**src/rtl/mem_arbiter.sv**
```systemverilog
// -----------------------------------------------------------------------------
// mem_arbiter
//
// Purpose:
//   Shares one unified memory port between an instruction-fetch requester and a
//   load/store requester. One transaction is outstanding at a time. Data
//   requests win contention, except that after MAX_D_STREAK consecutive
//   contended data grants the waiting fetch is served. A wait counter aborts a
//   transfer that sees no mem_done within TIMEOUT serve cycles. An aborted
//   transfer still completes toward its owner, but with xfer_err set.
//
// Ports:
//   clk, reset                  clock (rising edge), asynchronous active-high reset
//   if_req/if_addr              fetch request, word address held until if_gnt
//   if_gnt/if_rvalid/if_rdata   fetch accept pulse, completion pulse, fetched word
//   d_req/d_we/d_be/d_addr/d_wdata  load/store request, fields held until d_gnt
//   d_gnt/d_rvalid/d_rdata      data accept pulse, completion pulse, load data
//   xfer_err                    marks an rvalid pulse whose transfer timed out
//   mem_req/mem_we/mem_be/mem_addr/mem_wdata  command to memory (zero when idle)
//   mem_done/mem_rdata          memory completion strobe and read data
//   busy                        a transaction is being served
// -----------------------------------------------------------------------------
module mem_arbiter #(
  parameter int ADDR_W       = 32,
  parameter int DATA_W       = 32,
  parameter int MAX_D_STREAK = 4,
  parameter int TIMEOUT      = 255
) (
  input  logic                clk,
  input  logic                reset,
  input  logic                if_req,
  input  logic [ADDR_W-1:0]   if_addr,
  output logic                if_gnt,
  output logic                if_rvalid,
  output logic [DATA_W-1:0]   if_rdata,
  input  logic                d_req,
  input  logic                d_we,
  input  logic [DATA_W/8-1:0] d_be,
  input  logic [ADDR_W-1:0]   d_addr,
  input  logic [DATA_W-1:0]   d_wdata,
  output logic                d_gnt,
  output logic                d_rvalid,
  output logic [DATA_W-1:0]   d_rdata,
  output logic                xfer_err,
  output logic                mem_req,
  output logic                mem_we,
  output logic [DATA_W/8-1:0] mem_be,
  output logic [ADDR_W-1:0]   mem_addr,
  output logic [DATA_W-1:0]   mem_wdata,
  input  logic                mem_done,
  input  logic [DATA_W-1:0]   mem_rdata,
  output logic                busy
);

  localparam int BE_W  = DATA_W / 8;
  localparam int CNT_W = $clog2(TIMEOUT + 1);
  localparam int STK_W = (MAX_D_STREAK < 1) ? 1 : $clog2(MAX_D_STREAK + 1);

  // Last wait-count value before the timeout fires: the counter starts at 0 in
  // the first serve cycle, so TIMEOUT cycles without mem_done end here.
  localparam logic [CNT_W-1:0]  WAIT_LAST  = CNT_W'(TIMEOUT - 1);
  localparam logic [STK_W-1:0]  STREAK_MAX = STK_W'(MAX_D_STREAK);
  localparam logic [ADDR_W-1:0] ALIGN_MASK = ~ADDR_W'(3);

  typedef enum logic [1:0] {
    IDLE     = 2'd0,
    SERVE_IF = 2'd1,
    SERVE_D  = 2'd2
  } state_t;

  state_t state_reg, state_next;

  logic [STK_W-1:0]  streak_reg;
  logic [CNT_W-1:0]  wait_reg;
  logic              lat_we_reg;
  logic [BE_W-1:0]   lat_be_reg;
  logic [ADDR_W-1:0] lat_addr_reg;
  logic [DATA_W-1:0] lat_wdata_reg;
  logic              if_rvalid_reg;
  logic              d_rvalid_reg;
  logic              err_reg;
  logic [DATA_W-1:0] if_rdata_reg;
  logic [DATA_W-1:0] d_rdata_reg;

  logic grant_if;
  logic grant_d;
  logic serving;
  logic wait_expired;

  assign serving      = (state_reg != IDLE);
  assign wait_expired = (wait_reg == WAIT_LAST);

  // ---------------------------------------------------------------------------
  // State register
  // ---------------------------------------------------------------------------
  always_ff @(posedge clk or posedge reset) begin
    if (reset) begin
      state_reg <= IDLE;
    end else begin
      state_reg <= state_next;
    end
  end

  // ---------------------------------------------------------------------------
  // Next-state and grant logic
  // ---------------------------------------------------------------------------
  always_comb begin
    state_next = state_reg;
    grant_if   = 1'b0;
    grant_d    = 1'b0;
    case (state_reg)
      IDLE: begin
        // Grants are combinational, so they are also gated while reset is
        // held: nothing may be accepted that the reset would then discard.
        if (!reset) begin
          if (d_req && (!if_req || (streak_reg != STREAK_MAX))) begin
            grant_d    = 1'b1;
            state_next = SERVE_D;
          end else if (if_req) begin
            grant_if   = 1'b1;
            state_next = SERVE_IF;
          end
        end
      end
      SERVE_IF, SERVE_D: begin
        // Completion and timeout both end the transfer. Which of the two it
        // was only matters for the status registers below.
        if (mem_done || wait_expired) begin
          state_next = IDLE;
        end
      end
      default: begin
        state_next = IDLE;
      end
    endcase
  end

  // ---------------------------------------------------------------------------
  // Command latch, wait counter, streak counter and completion registers
  // ---------------------------------------------------------------------------
  always_ff @(posedge clk or posedge reset) begin
    if (reset) begin
      streak_reg    <= '0;
      wait_reg      <= '0;
      lat_we_reg    <= 1'b0;
      lat_be_reg    <= '0;
      lat_addr_reg  <= '0;
      lat_wdata_reg <= '0;
      if_rvalid_reg <= 1'b0;
      d_rvalid_reg  <= 1'b0;
      err_reg       <= 1'b0;
      if_rdata_reg  <= '0;
      d_rdata_reg   <= '0;
    end else begin
      // Completion strobes are single-cycle pulses.
      if_rvalid_reg <= 1'b0;
      d_rvalid_reg  <= 1'b0;
      err_reg       <= 1'b0;

      if (grant_if) begin
        // Fetches are always full-word reads from a word-aligned address.
        lat_we_reg    <= 1'b0;
        lat_be_reg    <= '1;
        lat_addr_reg  <= if_addr & ALIGN_MASK;
        lat_wdata_reg <= '0;
        wait_reg      <= '0;
        streak_reg    <= '0;
      end else if (grant_d) begin
        lat_we_reg    <= d_we;
        lat_be_reg    <= d_be;
        lat_addr_reg  <= d_addr;
        lat_wdata_reg <= d_wdata;
        wait_reg      <= '0;
        // Only grants that actually made a fetch wait count toward the streak.
        if (if_req && (streak_reg != STREAK_MAX)) begin
          streak_reg <= streak_reg + STK_W'(1);
        end
      end

      if (serving) begin
        if (mem_done) begin
          // A real completion beats a timeout landing in the same cycle.
          if (state_reg == SERVE_IF) begin
            if_rvalid_reg <= 1'b1;
            if_rdata_reg  <= mem_rdata;
          end else begin
            d_rvalid_reg <= 1'b1;
            if (!lat_we_reg) begin
              d_rdata_reg <= mem_rdata;
            end
          end
        end else if (wait_expired) begin
          err_reg <= 1'b1;
          if (state_reg == SERVE_IF) begin
            if_rvalid_reg <= 1'b1;
          end else begin
            d_rvalid_reg <= 1'b1;
          end
        end else begin
          wait_reg <= wait_reg + CNT_W'(1);
        end
      end
    end
  end

  // ---------------------------------------------------------------------------
  // Outputs. Memory command fields read as zero whenever nothing is being
  // served, so the memory never sees a stale command outside a transfer.
  // ---------------------------------------------------------------------------
  assign if_gnt    = grant_if;
  assign d_gnt     = grant_d;
  assign if_rvalid = if_rvalid_reg;
  assign d_rvalid  = d_rvalid_reg;
  assign xfer_err  = err_reg;
  assign if_rdata  = if_rdata_reg;
  assign d_rdata   = d_rdata_reg;
  assign busy      = serving;
  assign mem_req   = serving;
  assign mem_we    = serving & lat_we_reg;
  assign mem_addr  = serving ? lat_addr_reg : '0;

  genvar gi;
  generate
    for (gi = 0; gi < BE_W; gi++) begin : g_lane
      assign mem_be[gi]           = serving & lat_be_reg[gi];
      assign mem_wdata[gi*8 +: 8] = serving ? lat_wdata_reg[gi*8 +: 8] : 8'h00;
    end
  endgenerate

endmodule

```
**config.mk**
```make
export PLATFORM = sky130hd
export DESIGN_NAME = mem_arbiter
export DESIGN_NICKNAME = d
export VERILOG_FILES = /design/src/rtl/mem_arbiter.sv
export SDC_FILE = /design/constraint.sdc
export NUM_CORES = 1
export LEC_CHECK = 0
export ABC_AREA = 0
export CAP_MARGIN = 10
export CORE_MARGIN = 1
export CORE_UTILIZATION = 47
export CTS_CLUSTER_DIAMETER = 200
export CTS_CLUSTER_SIZE = 40
export DETAILED_ROUTE_END_ITERATION = 6
export PLACE_DENSITY = 0.86
export SLEW_MARGIN = 20
export SYNTH_ARGS = -nofsm -noshare
export SYNTH_HDL_FRONTEND = slang
export SYNTH_SLANG_ARGS = --single-unit
```
**constraint.sdc**
```tcl
create_clock -name clk -period 12.11 [get_ports clk]
set_clock_uncertainty 0.15 [all_clocks]
set_input_delay 3.633 -clock clk [delete_from_list [all_inputs] [get_ports clk]]
set_output_delay 3.633 -clock clk [all_outputs]
set_load 0.02 [all_outputs]
```
==> results.yml <==
setup_path:
  r2r_slack_ps: 9260
  r2r_start: "streak_reg[0]"
  critPathLaunchType: "input pin"
  timing.rr.end: "lat_addr_reg[25]"
  crit_type: "input pin to primary output"
  worstPathRequired_ps: 8330
  cp.arrival_ps: 6440
  critical_path.max_fanout: 23
  endpoint_kind: "primary output"
  reg2reg_depth: 7
routing:
  firstDrtPassIters: 5
  viasPerCell: 5.53
  detail_route.wl_per_cell_um: 19.1
  drc: 0
  via_count: 5528
  postRouteAntennaNets: 0
  wl_um: 19100
  drt_iter0_drc: 339
synth:
  mappedNetlistArea_um2: 6740
  synth_fa_ha_area_frac: 0.0111
  synthXorXnorAreaFrac: 0
  synthSimpleGateAreaFrac: 0.117
  synth_edf_count: 0
  synthFlopType: "dfrtp_1"
  ys_async_sr_fraction: 1.00
  ys.warnings.count: 0
  synthesis.nets: 693
  ys_ff_latch: 149
  synthMuxAreaShare: 0.111
  synth.distinct_cells: 46
  synth_top_family_by_area: "compound AO/OA/AOI/OAI gates"
  synth_compound_area_frac: 0.158
  synthCells: 549
  synth.yosys.seq_area_share: 0.553
  syn_area_per_cell_um2: 12.3
timing:
  setup_ws_ps: 1890
  max_freq_mhz: 97.8
  setup_viol: 0
  hold_violations: 0
  rsz0062_at_grt: "no"
  period_needed_ps: 10220
  finalSetupTns_ps: 0
  worstMarginPinSlew_ps: 798
  fin_crit_sh: 0.844
  slew_violations: 0
  whs_ps: 330
  max-slew-margin-rel: 0.468
power_and_ir_drop:
  max-vdd-ir-drop_v: 0.000120
  static-leakage-power_nw: 4.30
  power-per-cell-area_nw_per_um2: 265
die:
  placementRows: 43
  die_y_um: 122
  core-area_um2: 13900
  start_util: 0.484
  pin_count: 278
  fp.dieArea_um2: 14800
  chipWidth_um: 122
clock_network:
  clk_latency_ps: 420
  clockBufferDepth: 2
  cts_tree: "built"
  htree_levels: 4
  post_cts_resized: 0
  cts_num_sinks: 149
  post_cts_buffers: 0
  cts-root-buf: "clkbuf_16"
  clk_pin_slew_ps: 50
  cts-buffers-inserted: 17
  ctsHoldBuffers: 0
min_path:
  whs_path_depth: 1
  worstHoldEndpoint: "lat_be_reg[0]"
  hp-class: "flop to flop"
  hp-start: "lat_be_reg[0]"
global_route:
  grt.total_usage: 0.262
  grt_first_pass_wirelength_um: 29400
  grt_overflow_total: 0
  antenna_found_initial: 0
  grt_max_degree: 82
  grt_pass1_vias: 5617
cells_and_area:
  areaGrowthSynthToFinish_pct: 51.3
  stdcell_count: 1000
  layout-drive-gt1-share: 0.134
  nets: 953
  fillerInstances: 925
  diodes: 0
  design_area_um2: 10200
job:
  cap_violations: 0
placed_design:
  gp_congestion: 0.852
  place_worst_setup_slack_ps: 1900
  post-dp-hpwl_um: 13400
  dp.cells: 970
  dpl_cell_area_um2: 9620
  numPortBuffers: 275
outcome:
  status: "completed"
==> per-stage QoR <==
stage	util	power [mW]
finish	0.732	2.70
global route	0.732	2.84
CTS	0.732	2.72
detailed placement	0.690	2.20
global placement	0.687	2.14
floorplan	-	1.59
==> worst max-delay path by stage <==
stage | from | to | slack [ps] | cells after the start
after detailed placement | reset | if_gnt | 1900 | 6
after global routing | reset | if_gnt | 1750 | 6
final | reset | if_gnt | 1890 | 6
after CTS | reset | if_gnt | 1890 | 6
after floorplan | if_req | d_gnt | 3810 | 6
after global placement | reset | if_gnt | 1940 | 6
==> cell usage in the layout (no fill, tap or decap), types with 4 or more instances in the layout <==
cell / n
nor3_1: 4
o21ai_0: 27
inv_1: 28
ha_1: 5
a2bb2oi_1: 19
o22a_1: 4
a221o_1: 11
a22o_1: 35
dfrtp_1: 149
and3_1: 4
buf_4: 7
clkdlybuf4s50_1: 275
mux2_2: 63
nor3b_1: 13
nand3_1: 5
o32a_1: 19
nor2b_1: 70
clkinv_2: 4
clkbuf_16: 17
==> synth_stat cells, types with 5 or more instances <==
master	instances	area share
ha_1	6	0.011
dfrtp_1	149	0.55
buf_2	14	0.010
nor2b_1	70	0.065
a22o_1	35	0.045
nor3b_1	13	0.014
o32a_1	19	0.028
clkbuf_1	24	0.013
a2bb2oi_1	19	0.025
mux2_2	63	0.11
a221o_1	11	0.016
nand3_1	5	0.0037
inv_1	29	0.016
o21ai_0	28	0.021
==> metal layers <==
| layer | GRT usage | wire length (µm) | vias up |
|---|---|---|---|
| li1 | - | - | 2509 |
| met1 | 0.305 | 7390 | 2758 |
| met2 | 0.459 | 10100 | 217 |
| met3 | 0.0506 | 912 | 44 |
| met4 | 0.128 | 627 | 0 |
| met5 | 0 | 0 | - |
==> kinds of logic after synthesis <==
family,after synthesis
AOI/OAI and AO/OA,132
adders and majority gates,6
buffers and inverters,74
DFF,149
muxes,67
and+or+nand+nor,121
==> final cells by class <==
type,instances,area (µm²),share of cell area
multi-input combinational,326,2690,0.264
tap,180,225,0.0221
inverter,30,120,0.0118
clock buffer,21,470,0.0461
sequential,149,3730,0.366
timing repair buffer,285,2860,0.280
clock inverter,9,104,0.0102
==> worst max-delay path, cell delays in order <==
cell	delay, ps
clkdlybuf4s50_1	680
nand3b_1	160
buf_4	260
or2_1	650
inv_1	400
clkdlybuf4s50_1	640
==> where the power goes <==
| group | switching (mW) | leakage (nW) | internal, mW | total (mW) |
|---|---|---|---|---|
| Sequential | 0.125 | 1.85 | 0.733 | 0.858 |
| Clock | 0.196 | 0.281 | 0.316 | 0.512 |
| Combinational | 0.657 | 2.16 | 0.677 | 1.33 |
Note: power is estimated with default switching activity, not from simulation.
==> RTL change 1: new RTL, same settings <==
The parameter `TIMEOUT` goes from 255 to 510.
--- a/src/rtl/mem_arbiter.sv
+++ b/src/rtl/mem_arbiter.sv
@@ -24,7 +24,7 @@
   parameter int ADDR_W       = 32,
   parameter int DATA_W       = 32,
   parameter int MAX_D_STREAK = 4,
-  parameter int TIMEOUT      = 255
+  parameter int TIMEOUT      = 510
 ) (
   input  logic                clk,
   input  logic                reset,
Formal check against the unedited RTL: same outputs for any inputs over 4 cycles, from zero or initial values and one cycle with reset high; that may be too few to reach the edited logic, so the function may still have changed.
==> RTL change 1 against the unedited design <==
Clock power rose by 12%; cell area rose by 1.1%; sequential cell count rose by 1; synthesized cell count rose by 9.5%; utilization barely moved; routed wire length rose by 4.7%; setup slack improved by 0.38 ns; global-route usage rose by 0.69 points; combinational power rose by 5%; hold slack improved by 0.018 ns; area after synthesis rose by 2.4%; power rose by 4.5%.
==> RTL change 1: results (changes against the unedited design) <==
| Metric | Value |
|---|---|
| Status | complete, no violations (unchanged) |
| Hold Startpoint | d_rdata[11] (was lat_be_reg[0]) |
| CTS root buf | clkbuf_16 (unchanged) |
| Drt wl/cell | 19.1 um (about the same) |
| Met3 wire length | 1160 um (was 912 um) |
| Vias in the first global route | 6085 (was 5617) |
| Synthesized instance count | 601 (was 549) |
| Gr ovfl total | 0 (unchanged) |
| Fill count | 927 (was 925) |
| Hold EP | d_rdata[11] (was lat_be_reg[0]) |
| Worst-skew pair later-pin latency | 0.42 ns (about the same) |
| WP data arrival | 6.06 ns (was 6.44 ns) |
| Routed WL | 19900 um (was 19100 um) |
| Gpl congestion | 0.894 (was 0.852) |
| Via count | 5842 (was 5528) |
| Final net count | 996 (was 953) |
| Area contributors post-synth | dfrtp_1 54%, mux2_2 9.8%, nor2b_1 6.3% (was dfrtp_1 55%, mux2_2 11%, nor2b_1 6.5%) |
| Register area share after synthesis | 54.4% (was 55.3%) |
| Multiplexer share of the synthesized area | 11.3% (was 11.1%) |
| Share of cells above drive strength 1 | 13.1% (was 13.4%) |
| Compound-Gate Fraction of Synth Area | 12.8% (was 15.8%) |
| Power share of the clock group | 20.3% (was 18.9%) |
| Worst path max stage delay | 0.68 ns (about the same) |
| DRT iter0 DRCs | 370 (was 339) |
| CP startpoint | d_req (was reset) |
| Synth warn | 0 (unchanged) |
| Global-route wire length before repair | 30800 um (was 29400 um) |
| Synth Net Count | 745 (was 693) |
| Met1 Usage GRT | 30.9% (was 30.5%) |
| Top post-synthesis cells by count | 150 x dfrtp_1, 69 x nor2b_1, 60 x mux2_2, 53 x o21ai_0, 48 x nand3_1 (was 149 x dfrtp_1, 70 x nor2b_1, 63 x mux2_2, 35 x a22o_1, 29 x inv_1) |
| Largest net degree at the start of global routing | 95 (was 82) |
| Met2 WL | 10300 um (was 10100 um) |
| Worst-Margin Slew | 1.12 ns (was 0.798 ns) |
| M2 GR Usage | 46.6% (was 45.9%) |
| Dpl cells | 1013 (was 970) |
| M3 GR Usage | 6.83% (was 5.06%) |
| Overall Global Routing Usage | 26.9% (was 26.2%) |
| Worst Path Max Fanout | 36 (was 23) |
| Net Switching | 0.00105 W (was 0.000978 W) |
| Max Used Layer | met5 (was met4) |
| Worst vdd ir | 0.000192 V (was 0.000120 V) |
| R2R Setup Slk | 8.68 ns (was 9.26 ns) |
| Initial antenna violation count | 1 (was 0) |
| DP Wirelength | 13500 um (was 13400 um) |
| # H-tree levels | 4 (unchanged) |
| Critical R2R Capture | lat_addr_reg[8] (was lat_addr_reg[25]) |
| Combinational share of power | 49.5% (was 49.3%) |
| FF-to-FF Start | state_reg[1] (was streak_reg[0]) |
| LEAKAGE | 4.13 nW (was 4.30 nW) |
| Post-Synth Adder-Cell Area | 1.09% (was 1.11%) |
| Wl on met1 | 7780 um (was 7390 um) |
| Placement Cell Area | 9670 um^2 (was 9620 um^2) |
## RTL change 1: changes by cell type in the layout (fill, tap and decap cells not counted), moves of 10 or more
cell,unedited run,this run
a21oi_1,3,37
a221o_1,11,0
a22o_1,35,0
a2bb2oi_1,19,0
inv_1,28,9
nand3_1,5,48
nor3b_1,13,3
o21ai_0,27,53
o221a_1,0,25
o32a_1,19,0
or3_1,0,30
## RTL change 1: final cells by class
class,instances,area (um^2),share of cell area (%)
Sequential cell,150,3750,36.4
Multi-Input combinational cell,387,2820,27.4
Timing Repair Buffer,284,2820,27.3
Clock buffer,17,425,4.13
Tap cell,180,225,2.18
Clock inverter,15,213,2.06
Inverter,12,51.3,0.497
## RTL change 1: through the flow
step	hold slack, ns	setup slack [ns]
floorplan	0.323	3.81
global placement	0.316	2.36
detailed placement	0.340	2.29
CTS	0.358	2.28
global route	0.361	2.08
finish	0.348	2.27
==> RTL change 2: new RTL, same flow settings <==
Without the edit above. Encoding of `state_t`: now one-hot (3 bits for 3 states).
--- a/src/rtl/mem_arbiter.sv
+++ b/src/rtl/mem_arbiter.sv
@@ -62,10 +62,10 @@
   localparam logic [STK_W-1:0]  STREAK_MAX = STK_W'(MAX_D_STREAK);
   localparam logic [ADDR_W-1:0] ALIGN_MASK = ~ADDR_W'(3);
 
-  typedef enum logic [1:0] {
-    IDLE     = 2'd0,
-    SERVE_IF = 2'd1,
-    SERVE_D  = 2'd2
+  typedef enum logic [2:0] {
+    IDLE     = 3'b001,
+    SERVE_IF = 3'b010,
+    SERVE_D  = 3'b100
   } state_t;
 
   state_t state_reg, state_next;
Check against the original RTL: same outputs for any inputs over 4 cycles, from zero or initial values and one cycle with reset high; so few cycles prove little.
==> RTL change 2 against the unedited design <==
The flow now finishes with violations (design-rule violations); power is 19% lower; sequential cell count is 1 higher; routed wire length is 1.3% higher; combinational power is 34% lower; area after synthesis is 6.9% higher; setup slack worse by 0.018 ns; critical path depth stayed put; cell area is 3.6% higher; global-route usage is 0.88 points lower; highest routed layer unchanged.
==> RTL change 2: results (changes against the unedited design) <==
| Metric | Value |
|---|---|
| LEAKAGE | 4.59 nW (was 4.30 nW) |
| Hold Startpoint | if_rdata[2] (was lat_be_reg[0]) |
| Flops & latches, synth | 150 (was 149) |
| Routed WL | 19300 um (was 19100 um) |
| Failing checks | design-rule violations |
| DP Wirelength | 12800 um (was 13400 um) |
| Net Switching | 0.000743 W (was 0.000978 W) |
| Bufs w/o clock | 279 (was 285) |
| Hold EP | if_rdata[2] (was lat_be_reg[0]) |
| Multi-In Gates | 420 (was 326) |
| Overall power | 0.00219 W (was 0.00270 W) |
| Dpl cells | 1064 (was 970) |
| Count of cell types in the netlist | 51 (was 46) |
| Final-layout non-clock buffer area share | 26.3% (was 28.0%) |
| Syn avg cell area | 11.1 um^2 (was 12.3 um^2) |
| First-pass iteration count of the detailed router | 6 (was 5) |
| Clk pwr | 0.000531 W (was 0.000512 W) |
| Register area share after synthesis | 52.1% (was 55.3%) |
| Seq group | 0.000775 W (was 0.000858 W) |
| Worst-Margin Slew | 1.08 ns (was 0.798 ns) |
| Global-route wire length before repair | 31100 um (was 29400 um) |
| Gpl congestion | 0.784 (was 0.852) |
| Status | finished with violations (was complete, no violations) |
| WP data arrival | 6.46 ns (was 6.44 ns) |
| Storage cell area | 3750 um^2 (was 3730 um^2) |
| Critical R2R Capture | wait_reg[6] (was lat_addr_reg[25]) |
| Clock buffer count | 18 (was 21) |
| Remaining DRCs | 2 (was 0) |
| Placement Cell Area | 9970 um^2 (was 9620 um^2) |
| Overall Global Routing Usage | 25.3% (was 26.2%) |
| Pre-CTS WS | 1.83 ns (was 1.90 ns) |
| Non-clk invs | 31 (was 30) |
| Drt wl/cell | 17.6 um (was 19.1 um) |
| Share of cells above drive strength 1 | 11.0% (was 13.4%) |
| Via density | 5.36 (was 5.53) |
| Fill count | 1035 (was 925) |
==> RTL change 2: routing by layer <==
metal	track usage (%)	routed length [um]	vias up	share of wire, %
met5	0	0	-	0
met1	29.1	7490	2803	39
met2	43.9	9680	244	50
met3	6.71	1390	48	7.2
li1	-	-	2778	-
met4	12.2	738	0	3.8
==> RTL change 2: cells by family (layout without fill, tap and decap cells) <==
logic type | count (synthesis) | after routing | synth area share [%]
AOI/OAI and AO/OA | 144 | 144 | 14.4
xor gates and xnor gates | 3 | 3 | 0.365
adders and majority gates | 4 | 4 | 0.694
buffers and inverters | 81 | 342 | 5.26
DFF | 150 | 150 | 52.1
muxes | 66 | 66 | 11.8
and+or+nand+nor | 203 | 203 | 15.3
==> RTL change 2: critical path, cell delays in order <==
cell,delay (ns)
clkdlybuf4s50_1,0.54
nor4b_4,0.29
buf_4,0.61
nand2_1,0.28
nor2_2,0.39
clkdlybuf4s50_1,0.68
